$ cat config.mk
export PLATFORM = sky130hd
export DESIGN_NAME = booth_r8_seq_mult_flat
export DESIGN_NICKNAME = d
export VERILOG_FILES = /design/src/rtl/booth_r8_seq_mult_if.sv /design/src/rtl/booth_r8_seq_mult.sv /design/src/flat_wrapper.sv
export SDC_FILE = /design/constraint.sdc
export NUM_CORES = 1
export LEC_CHECK = 0
export BUFFER_PORTS_ARGS = -buffer_cell sky130_fd_sc_hd__buf_4
export CORE_UTILIZATION = 65
export DETAILED_ROUTE_END_ITERATION = 8
export GPL_ROUTABILITY_DRIVEN = 0
export PLACE_DENSITY = 0.85
export SLEW_MARGIN = 20
export SYNTH_ARGS = -nofsm -noshare
export SYNTH_HDL_FRONTEND = slang
export SYNTH_SLANG_ARGS = --single-unit
$ cat constraint.sdc
create_clock -name clk -period 14.35 [get_ports clk]
set_input_delay 0 -clock clk [delete_from_list [all_inputs] [get_ports clk]]
set_output_delay 0 -clock clk [all_outputs]
set_load 0.05 [all_outputs]
$ cat src/rtl/booth_r8_seq_mult_if.sv
// Operand/product handshake bundle for booth_r8_seq_mult.
// The master side is the operand source and product consumer; the slave side is the multiplier.
interface booth_r8_seq_mult_if #(parameter int m = 8);
  logic                  start;
  logic signed [m-1:0]   x;
  logic signed [m-1:0]   y;
  logic                  busy;
  logic                  done;
  logic signed [2*m-1:0] product;

  modport master (output start, x, y, input busy, done, product);
  modport slave  (input start, x, y, output busy, done, product);
endinterface

$ cat src/rtl/booth_r8_seq_mult.sv
// Sequential signed radix-8 Booth multiplier: one 4-bit multiplier window per RUN cycle into a 2m-bit accumulator.
// Optional macro BOOTH_SEQ_EARLY_TERM_EN ends RUN once every remaining window is 0000 or 1111.

module booth #(parameter int m = 8) (
  input  logic [3:0]          window,
  input  logic signed [m-1:0] xr,
  input  logic signed [m+1:0] tx,
  output logic signed [m+2:0] pp
);
  // One bit wider than m+2 so that -4 * -2^(m-1) = +2^(m+1) is still representable.
  logic signed [m+2:0] x1;
  logic signed [m+2:0] x3;

  assign x1 = (m+3)'(xr);
  assign x3 = (m+3)'(tx);

  always_comb begin
    pp = '0;
    case (window)
      4'b0001, 4'b0010: pp = x1;
      4'b0011, 4'b0100: pp = x1 <<< 1;
      4'b0101, 4'b0110: pp = x3;
      4'b0111:          pp = x1 <<< 2;
      4'b1000:          pp = -(x1 <<< 2);
      4'b1001, 4'b1010: pp = -x3;
      4'b1011, 4'b1100: pp = -(x1 <<< 1);
      4'b1101, 4'b1110: pp = -x1;
      default:          pp = '0;
    endcase
  end
endmodule

module booth_r8_seq_mult #(parameter int m = 8) (
  input logic               clk,
  input logic               rst,
  booth_r8_seq_mult_if.slave bus
);
  localparam int N  = (m + 2) / 3;
  localparam int YW = 3 * N + 1;
  localparam int PW = 2 * m;
  localparam int CW = (N > 1) ? $clog2(N) : 1;
  localparam int SW = $clog2(3 * N);

  typedef enum logic [1:0] {IDLE, RUN, DONE} state_t;

  state_t state;
  state_t next_state;

  logic signed [m-1:0]   xr;
  logic [YW-1:0]         ye;
  logic signed [PW-1:0]  acc;
  logic signed [PW-1:0]  product_q;
  logic [CW-1:0]         cnt;
  logic [SW-1:0]         shamt;

  logic                  accept;
  logic                  last_grp;
  logic                  finish;
  logic signed [m+1:0]   tx;
  logic signed [m+2:0]   pp;
  logic signed [PW-1:0]  pp_shift;
  logic signed [PW-1:0]  acc_next;
  logic signed [3*N-1:0] y_ext;

  assign accept   = bus.start && (state == IDLE || state == DONE);
  assign last_grp = (cnt == CW'(N - 1));
  assign y_ext    = (3*N)'(bus.y);
  assign tx       = (m+2)'(xr) + ((m+2)'(xr) <<< 1);
  assign pp_shift = PW'(pp) <<< shamt;
  assign acc_next = acc + pp_shift;

  // ye is shifted right by one group per cycle, so the current window is always its low nibble.
  booth #(.m(m)) u_booth (
    .window (ye[3:0]),
    .xr     (xr),
    .tx     (tx),
    .pp     (pp)
  );

`ifdef BOOTH_SEQ_EARLY_TERM_EN
  assign finish = last_grp || (&ye[YW-1:3]) || !(|ye[YW-1:3]);
`else
  assign finish = last_grp;
`endif

  always_ff @(posedge clk) begin
    if (rst) state <= IDLE;
    else     state <= next_state;
  end

  always_comb begin
    next_state = state;
    case (state)
      IDLE:    if (bus.start) next_state = RUN;
      RUN:     if (finish)    next_state = DONE;
      DONE:    next_state = bus.start ? RUN : IDLE;
      default: next_state = IDLE;
    endcase
  end

  always_comb begin
    bus.busy = (state == RUN);
    bus.done = (state == DONE);
  end

  assign bus.product = product_q;

  // Operands are captured only on an accepted start, so input changes while busy are invisible.
  always_ff @(posedge clk) begin
    if (rst) begin
      xr        <= '0;
      ye        <= '0;
      acc       <= '0;
      cnt       <= '0;
      shamt     <= '0;
      product_q <= '0;
    end else if (accept) begin
      xr    <= bus.x;
      ye    <= {y_ext, 1'b0};
      acc   <= '0;
      cnt   <= '0;
      shamt <= '0;
    end else if (state == RUN) begin
      acc   <= acc_next;
      cnt   <= cnt + CW'(1);
      shamt <= shamt + SW'(3);
      ye    <= {{3{ye[YW-1]}}, ye[YW-1:3]};
      if (finish) product_q <= acc_next;
    end
  end
endmodule

$ cat src/flat_wrapper.sv
// flat-port wrapper written by rule: the top's interface ports become plain ports
module booth_r8_seq_mult_flat 
#(parameter int m = 8)
  (clk, rst, bus_start, bus_x, bus_y, bus_busy, bus_done, bus_product);
  booth_r8_seq_mult_if #(.m(m)) bus_i ();
  input logic clk;
  input logic rst;
  input wire logic [$bits(bus_i.start)-1:0] bus_start;
  input wire logic [$bits(bus_i.x)-1:0] bus_x;
  input wire logic [$bits(bus_i.y)-1:0] bus_y;
  output wire logic [$bits(bus_i.busy)-1:0] bus_busy;
  output wire logic [$bits(bus_i.done)-1:0] bus_done;
  output wire logic [$bits(bus_i.product)-1:0] bus_product;
  assign bus_i.start = bus_start;
  assign bus_i.x = bus_x;
  assign bus_i.y = bus_y;
  assign bus_busy = bus_i.busy;
  assign bus_done = bus_i.done;
  assign bus_product = bus_i.product;
  booth_r8_seq_mult #(.m(m)) u_core (.clk(clk), .rst(rst), .bus(bus_i));
endmodule
# ---- Yosys cells after proc, flatten, opt, wreduce, memory -nomap -nowiden
# Index checks and enable logic that the tools add are counted.
dict set report word_totals {
  in_bits 19
  mem_bits_ro 0
  wordCells 58
  output_inout_bits 18
  latchBits 0
  n_memories 0
  ram_bits 0
  register_bits 58
}
dict set report op_classes {
  reduce_logical 13
  div 0
  magnitude_cmp 0
  bitwise_logic 1
  eq_ne 19
  multipliers 0
  add_sub_neg 8
  shift 1
  muxes 7
}
# cell n
set op_table {}
lappend op_table {{11-bit one-hot mux with 8 select lines} 1}
lappend op_table {{4-bit == test, second input constant} 7}
lappend op_table {{10-bit negation with 11-bit output} 2}
lappend op_table {{16-bit adder} 1}
lappend op_table {{4-bit by 3-bit == test with 1-bit output, second input constant} 4}
lappend op_table {{11-bit by 4-bit <<< shifter with 16-bit output} 1}
lappend op_table {{2-bit OR reduction} 7}
lappend op_table {{8-bit negation with 11-bit output} 1}
lappend op_table {{9-bit negation with 11-bit output} 1}
lappend op_table {{8-bit by 9-bit adder with 10-bit output} 1}
lappend op_table {{10-bit 2-to-1 mux} 1}
lappend op_table {{9-bit 2-to-1 mux} 1}
lappend op_table {{4-bit by 2-bit == test with 1-bit output, second input constant} 2}
lappend op_table {{2-bit one-hot mux with 3 select lines} 1}
lappend op_table {{4-bit by 2-bit adder with 4-bit output, second input constant} 1}
lappend op_table {{2-bit == test, second input constant} 2}
lappend op_table {{4-bit by 1-bit == test with 1-bit output, second input constant} 1}
lappend op_table {{2-bit 2-to-1 mux} 2}
lappend op_table {{3-bit AND reduction} 1}
lappend op_table {{2-bit by 1-bit adder with 2-bit output, second input constant} 1}
lappend op_table {{2-bit by 1-bit == test with 1-bit output, second input constant} 1}
lappend op_table {{2-bit zero test} 1}
lappend op_table {{2-bit by 1-bit != test with 1-bit output, second input constant} 1}
lappend op_table {{2-bit != test, second input constant} 1}
lappend op_table {{other kinds (6)} 6}

# ---- Depth between registers and ports, before layout
# Gate-level depths: netlist of the first run.
dict set report depth {
  word_depth 5
  depth_mapped 24
}

# ---- Hierarchy
# A second synthesis of the first run with hierarchy kept.
dict set report hier_totals {
  hier_cells 613
  hier_area_um2 4635.7
}
# mod area_each_um2 cells_per_inst instances seq_area_each_um2
set modules_own_cells {}
lappend modules_own_cells {booth_r8_seq_mult 3612.2 457 1 1161.1}
lappend modules_own_cells {booth 1023.5 156 1 0.0}

# ---- Worst setup path after synthesis of the first run
# No wires, ideal clock.
dict set report synth_timing {
  path_type {register to register}
  start {register u_core.xr[1]}
  end {register u_core.acc[15]}
  required_ns 14.229
  path_stages_with_launch 23
  slack_ns 8.901
  path_buffers 0
  setup_ns 0.121
  arrival_ns 5.328
  cell_sequence {dfxtp_1 -> ha_1 -> inv_1 -> fa_1 -> and2b_4 -> o21ai_0 -> a211oi_2 -> nor4b_1 -> xor2_1 -> a211o_1 -> mux2_2 -> a21o_1 -> o21ai_0 -> o21ai_0 -> ha_1 -> or2_2 -> a21oi_1 -> a21oi_1 -> a221oi_1 -> o21ai_0 -> o32a_1 -> nand3_2 -> mux2_4}
}
dict set report synth_via {
  elab_chain_cells 5
  word_cells_on_any_way 8
  classes_between {add/sub (6); shift (1); mux (1)}
}
# item line_no
set synth_rtl {}
lappend synth_rtl {{start: declaration} booth_r8_seq_mult.sv:49} ;# logic signed [m-1:0] xr;
lappend synth_rtl {{start signal: assignment} booth_r8_seq_mult.sv:118} ;# xr <= bus.x;
lappend synth_rtl {{8-bit by 9-bit adder with 10-bit output} booth_r8_seq_mult.sv:68} ;# assign tx = (m+2)'(xr) + ((m+2)'(xr) <<< 1);
lappend synth_rtl {{10-bit negation with 11-bit output} booth_r8_seq_mult.sv:25} ;# 4'b1001, 4'b1010: pp = -x3;
lappend synth_rtl {{11-bit one-hot mux with 8 select lines (*)} booth_r8_seq_mult.sv:19} ;# case (window)
lappend synth_rtl {{11-bit by 4-bit <<< shifter with 16-bit output (*)} booth_r8_seq_mult.sv:69} ;# assign pp_shift = PW'(pp) <<< shamt;
lappend synth_rtl {{16-bit adder (*)} booth_r8_seq_mult.sv:70} ;# assign acc_next = acc + pp_shift;
lappend synth_rtl {{end signal: assignment} booth_r8_seq_mult.sv:124} ;# acc <= acc_next;
lappend synth_rtl {{end: declaration} booth_r8_seq_mult.sv:51} ;# logic signed [PW-1:0] acc;
# Mark *: on every way between the ends. The rest lies on a longest branch, timed or not.
# A chain may end at the register's enable or synchronous reset.

# ---- Worst setup path after layout of the first run
dict set report layout_timing {
  start {register u_core.xr[0]}
  end {register u_core.acc[15]}
}
# The elaborated chain is that of the path after synthesis.

==> impl_metrics.tcl, run 1 <==
set metrics [dict create \
    clk_pin_slew_ns 0.08 \
    critPathKind "flop to flop" \
    power_switching_uw 182 \
    drt-wirelength-per-cell_um 17.5 \
    synth_fp_nets 721 \
    clock_path_buffers 2 \
    drt_iter0_drc 616 \
    core_mm2 0.00737 \
    maxUsedRoutingLayer "met4" \
    required_ns 14.59 \
    tightest_slew_ns 1.07 \
    pwr_density_cell_mw_per_mm2 93.3 \
    numCtsBuffers 9 \
    fin_crit_sh_pct 44.7 \
    fin_cells 797 \
    ys_seq_elements 58 \
    hold_viol_final 0 \
    ios 37 \
    finalPower_uw 528 \
    ys_seq_area_share_pct 23.0 \
    yosysWarnings 0 \
    wirelength_um 14000 \
    layout_commonest_cell "nand2_1" \
    clock-sinks 58 \
    fmax_ghz 0.156 \
    synthArstFlopShare_pct 0 \
    worstSetupStartpoint "u_core.xr[0]" \
    antenna_found_initial 0 \
    rows 31 \
    fillerInstances 520 \
    synth_edf_count 0 \
    synthToLayoutAreaGrowth_pct 12.2 \
    route.met3.wl_um 1200 \
    period_minus_slack_ns 6.42 \
    ir_drop_mv 0.117 \
    grt.overflow.total 0 \
    grt_max_degree 37 \
    clock_latency_ns 0.35 \
    dieArea_mm2 0.00812 \
    cap_violations 0 \
    grt_pass1_wl_um 23500 \
    die_w_um 90.1 \
    htree_levels 3 \
    status "finished, final reports clean" \
    rsz0062_at_grt "false" \
    start_util_pct 68.4 \
    endpoint_kind "flop" \
    routed-wl-met2_um 6440 \
    drt_pass1_iterations 5 \
    avgViaCountPerCell 6.51 \
    combPwrFrac_pct 29.2 \
    ys.flop_type "dfxtp_1" \
    fin_skew_ns 0.0142 \
    crit_arrival_ns 6.66 \
    switching_share_pct 34.4 \
    die_h_um 90.1 \
    p_clk_share_pct 36.4 \
    cts_root_buf "clkbuf_8" \
    worst-path-max-fanout 13 \
    dp_cells 765 \
    wl_met1_um 6040 \
    layout-drive-gt1-share_pct 13.9 \
    num_antenna_cells 0 \
    power.internal_uw 346 \
    timing.setup.tns_ns 0 \
    power_frac_seq_pct 34.4 \
    worstReg2RegStart "u_core.xr[0]" \
    cts_tree "done" \
    synth.distinct_cells 93 \
    hp-class "input pin to flop" \
    route.vias.total 5191 \
    hold_start "rst" \
    final_cell_mix "115 x nand2_1, 71 x a21oi_1, 58 x dfxtp_1, 47 x nor2_1, 39 x buf_4" \
    synth_cells 666 \
    slew_viol_final 0 \
    critPathLaunchType "flop" \
    dpl.hpwl_um 9510 \
    relSlewSlack_pct 28.9 \
    ant_nets 0 \
    hold_ws_ns 0.0601 \
    post_cts.repair.setup_buffers 0 \
    p_leak_nw 2.24 \
    first_global_vias 4975 \
    grt.total_usage_pct 35.1 \
    syn_area_mm2 0.00504 \
    final_nets 748 \
    drc 0 \
    synth.avg_cell_area_um2 7.57 \
    setup_violations 0 \
    port-buffer-count 36 \
]
[registers in the layout, summed over array words and instances, names as in the netlist]
name                flops
u_core.acc             16
u_core.bus.product     16
u_core.ye              10
u_core.xr               8
u_core.shamt            4
u_core.cnt              2
u_core.state            2
[Yosys cell counts, types with 3 or more instances]
cell type  count  area share, %
a211oi_1       9            1.3
a21boi_0       4           0.60
a21o_1        10            1.5
a21oi_1       71            7.0
a221o_1        4           0.79
a22oi_1        8            1.2
a31oi_1        5           0.62
and2_1         5           0.62
and3_1         3           0.37
buf_2          3           0.30
buf_6          3           0.67
clkbuf_1      27            2.0
clkbuf_8       3           0.82
clkinv_1       4           0.30
dfxtp_1       58             23
ha_1          34            8.4
inv_1         18            1.3
mux2_2         7            1.6
mux2i_1        6            1.2
nand2_1      115            8.6
nand2b_1       6           0.74
nand3_1       11            1.1
nand3_2        3           0.60
nand3b_1       3           0.45
nand4_1        6           0.74
nor2_1        47            3.5
nor2b_1        6           0.74
nor3_1        17            1.7
nor3b_1        7            1.0
o2111ai_1      3           0.52
o211a_1        4           0.79
o211ai_1       7            1.0
o21ai_0       37            3.7
or2_2          3           0.37
or3_1          8           0.99
xnor2_1       23            4.0
xor2_1         7            1.2
[power by group through the flow]
stage / Sequential, mW / Combinational [mW] / Clock [mW]
2_1_floorplan: 0.176 / 0.118 / 0
3_3_place_gp: 0.184 / 0.139 / 0
3_5_place_dp: 0.184 / 0.143 / 0
4_1_cts: 0.181 / 0.148 / 0.192
5_1_grt: 0.183 / 0.167 / 0.199
6_report: 0.181 / 0.154 / 0.192
[cell type report]
cell class	count	area (µm²)	area share [%]
flip-flops and latches	58	1160	20.5
inverters	24	90.1	1.59
repair buffers	55	453	8.01
well taps	99	124	2.19
clock inverters	7	125	2.21
clock buffers	9	124	2.19
multi-input cells	545	3580	63.3
[worst max-delay path: stages, from the launching register on]
cell	delay, ns
dfxtp_1	0.58
ha_1	0.29
inv_1	0.07
fa_1	0.43
and2b_4	0.28
o21ai_0	0.10
a211oi_2	0.40
nor4b_1	0.49
xor2_1	0.17
a211o_1	0.34
mux2_2	0.27
a21o_1	0.19
o21ai_0	0.15
o21ai_0	0.12
ha_1	0.36
or2_2	0.30
a21oi_1	0.16
a21oi_1	0.07
a221oi_1	0.45
o21ai_0	0.31
o32a_1	0.40
nand3_2	0.08
mux2_4	0.29
[stage by stage]
stage / setup slack (ns) / util, % / cell area (µm²)
final: 7.93 / 76.8 / 5660
after global placement: 8.46 / 71.2 / 5250
after CTS: 8.11 / 76.8 / 5660
after global routing: 7.49 / 76.8 / 5660
after detailed placement: 8.15 / 71.2 / 5250
after floorplan: 8.90 / - / 5040
[repair_timing]
action	CTS	global route
setup endpoints to repair	0	0
hold buffers	16	0
gates resized for setup	0	0
endpoints found under the hold margin	17	0
[layer usage]
layer | global-route usage [%] | vias to the layer above
met2 | 57.3 | 260
met3 | 4.65 | 40
met1 | 47.6 | 2436
li1 | - | 2455
met5 | 0 | -
met4 | 11.7 | 0
[cells by family (layout without fill, tap and decap cells)]
kind of cell	after synthesis	after routing	share of synthesized area, %
and+or+nand+nor	262	262	25.6
AOI/OAI and AO/OA	200	200	26.7
buffers and inverters	63	95	6.00
DFF	58	58	23.0
adders and majority gates	36	36	9.23
xor gates and xnor gates	32	32	6.08
muxes	15	15	3.35
[path summary, 6_finish.rpt]
path | to | slack [ns] | depth (start not counted)
hold reg to reg | u_core.ye[5] | 0.46 | 2
setup reg to reg | u_core.acc[15] | 7.93 | 22
setup / recovery | u_core.acc[15] | 7.93 | 22
hold / removal | u_core.state[1] | 0.06 | 2
No activity file was read; power rests on OpenSTA's default activity.
==> inputs of run 2 (changes only) <==
Settings changed: ABC_AREA set to 1, CORE_UTILIZATION 65 to 55, PLACE_DENSITY 0.85 to 0.77.
Clock period 14.35 ns to 5.7 ns, I/O delays scaled along.
==> run 2 against run 1 <==
Sequential cell count stayed put. Synthesized cell count is 14% higher. Final area is 3.4% lower. Count of clock-buffer cells in the layout is 1 higher. Critical path type unchanged. Synthesized area is 5.1% lower. First-iteration DRC count is 31% lower. Total power is 140% higher. Cell count is 14% higher. Clock skew is 0.0028 ns higher. Critical endpoint unchanged. Hold slack better by 0.30 ns. Routed wire length is 11% lower. Sequential power grew to 2.5 times the previous value.
==> impl_metrics.tcl, run 2 <==
set metrics [dict create \
    status "finished, final reports clean" \
    start_util_pct 57.7 \
    die_h_um 95.3 \
    tightest_slew_ns 0.920 \
    numCtsBuffers 9 \
    syn_area_mm2 0.00479 \
    required_ns 5.96 \
    synth_fp_nets 813 \
    grt_pass1_wl_um 21100 \
    slowest_stage "dfxtp_1" \
    ios 37 \
    ant_nets 0 \
    drt-wirelength-per-cell_um 13.6 \
    endpoint_kind "flop" \
    final_util_pct 65.8 \
    worst_path_most_repeated_cell "nand2_1" \
    ir_drop_mv 0.187 \
    fillerInstances 738 \
    critPathKind "flop to flop" \
    avgViaCountPerCell 5.53 \
    synth.avg_cell_area_um2 6.31 \
    wirelength_um 12400 \
    hold_viol_final 0 \
    grt_max_degree 34 \
    yosysTopAreaCell "dfxtp_1" \
    num_antenna_cells 0 \
    setup_violations 0 \
    pwr_density_cell_mw_per_mm2 236 \
    critical-path-top-delay-family "simple AND/OR/NAND/NOR gates" \
    path_buf_inv 3 \
    synthTopCellsByCount "180 x nand2_1, 86 x inv_1, 75 x nor2_1" \
    first_global_vias 4543 \
    dieArea_mm2 0.00908 \
    ys.flop_type "dfxtp_1" \
    fin_crit_sh_pct 83.9 \
    p_leak_nw 2.70 \
    final_nets 855 \
    dpl.hpwl_um 9210 \
    cts.repair.resized 0 \
    rows 33 \
    drc 0 \
    clock-sinks 58 \
    route.vias.total 5035 \
    synthToLayoutAreaGrowth_pct 14.2 \
    slew_viol_final 0 \
    antenna_found_initial 0 \
    hp-class "input pin to flop" \
    clock_path_buffers 2 \
    fin_skew_ns 0.0170 \
    cts_root_buf "clkbuf_8" \
    grt.overflow.total 0 \
    layout-drive-gt1-share_pct 12.8 \
    worst-path-max-fanout 7 \
    synthArstFlopShare_pct 0 \
    synth_cells 758 \
    core_mm2 0.00830 \
    synth.distinct_cells 43 \
    layout_commonest_cell "nand2_1" \
    synth_edf_count 0 \
    period_minus_slack_ns 4.78 \
    rsz0062_at_grt "false" \
    cts_tree "done" \
    final_cell_mix "180 x nand2_1, 86 x inv_1, 74 x nor2_1, 58 x dfxtp_1, 53 x o21ai_0" \
    clock_latency_ns 0.34 \
    synth_top_area_share_pct 24.3 \
    timing.setup.tns_ns 0 \
    yosys.cell_count.top_type "nand2_1" \
    drt_iter0_drc 425 \
    ys_seq_area_share_pct 24.3 \
    cap_violations 0 \
    grt.total_usage_pct 29.7 \
    drt_pass1_iterations 5 \
    htree_levels 3 \
    yosysWarnings 0 \
    fmax_ghz 0.209 \
    max_stage_delay_ns 0.48 \
    ys_seq_elements 58 \
    synth_area_leaders "dfxtp_1 24%, nand2_1 14%, ha_1 8.9%" \
    crit_arrival_ns 5.05 \
    critPathLaunchType "flop" \
    clk_pin_slew_ns 0.08 \
    port-buffer-count 36 \
    relSlewSlack_pct 38.4 \
    die_w_um 95.3 \
]
## run 2: report_power, final
| part | leakage, nW | internal (mW) | total [mW] | switching (mW) |
|---|---|---|---|---|
| registers | 0.473 | 0.429 | 0.456 | 0.0266 |
| clock network | 0.0847 | 0.169 | 0.348 | 0.179 |
| logic | 2.14 | 0.165 | 0.487 | 0.322 |
## run 2: final timing paths
| check | start | depth (start not counted) | end | slack, ns |
|---|---|---|---|---|
| max | u_core.xr[0] | 33 | u_core.acc[15] | 0.92 |
| max reg2reg | u_core.xr[0] | 33 | u_core.acc[15] | 0.92 |
| min | bus_start | 3 | u_core.xr[4] | 0.36 |
| min reg2reg | u_core.bus.product[3] | 2 | u_core.bus.product[3] | 0.47 |
## run 2: per-stage QoR
step	cells	total power [mW]	instance area [µm²]	hold WS, ns	worst slack [ns]
floorplan	758	0.820	4790	0.167	1.58
detailed placement	877	0.927	5110	0.286	1.04
global placement	877	0.920	5110	0.280	1.27
global route	910	1.38	5460	0.441	0.438
finish	910	1.29	5460	0.357	0.917
CTS	910	1.29	5460	0.345	0.999
## run 2: timing repair
item / CTS / global route
buffers inserted: 0 / 0
endpoints found under the setup margin: 0 / 0
hold buffers: 17 / 0
hold endpoints to repair: 22 / 0
## run 2: per-layer routing
metal	up-vias	track usage (%)	share of wire [%]
met3	19	6.62	8.3
met4	0	7.32	1.3
li1	2579	-	-
met5	-	0	0
met2	208	45.8	44
met1	2229	41.7	47
## run 2: cells by family after synthesis
family | count (synthesis) | synth area share [%]
simple gates | 358 | 33.2
fa+ha+maj | 36 | 9.73
flops | 58 | 24.3
compound gates | 166 | 20.0
buf+inv | 124 | 9.73
xor+xnor | 16 | 3.08
## run 2: layout make-up
class                      count  area (µm²)  share of cell area (%)
multi-input combinational    576        3160                    57.9
sequential                    58        1160                    21.3
timing repair buffer          55         455                    8.34
inverter                     100         375                    6.87
clock buffer                  10         138                    2.52
tap                          105         131                    2.40
clock inverter                 6        41.3                   0.756
## run 2: worst min-delay path, cell delays in order
cell and delay [ns]:
buf_4 0.08, nand2_1 0.33, a21oi_1 0.25
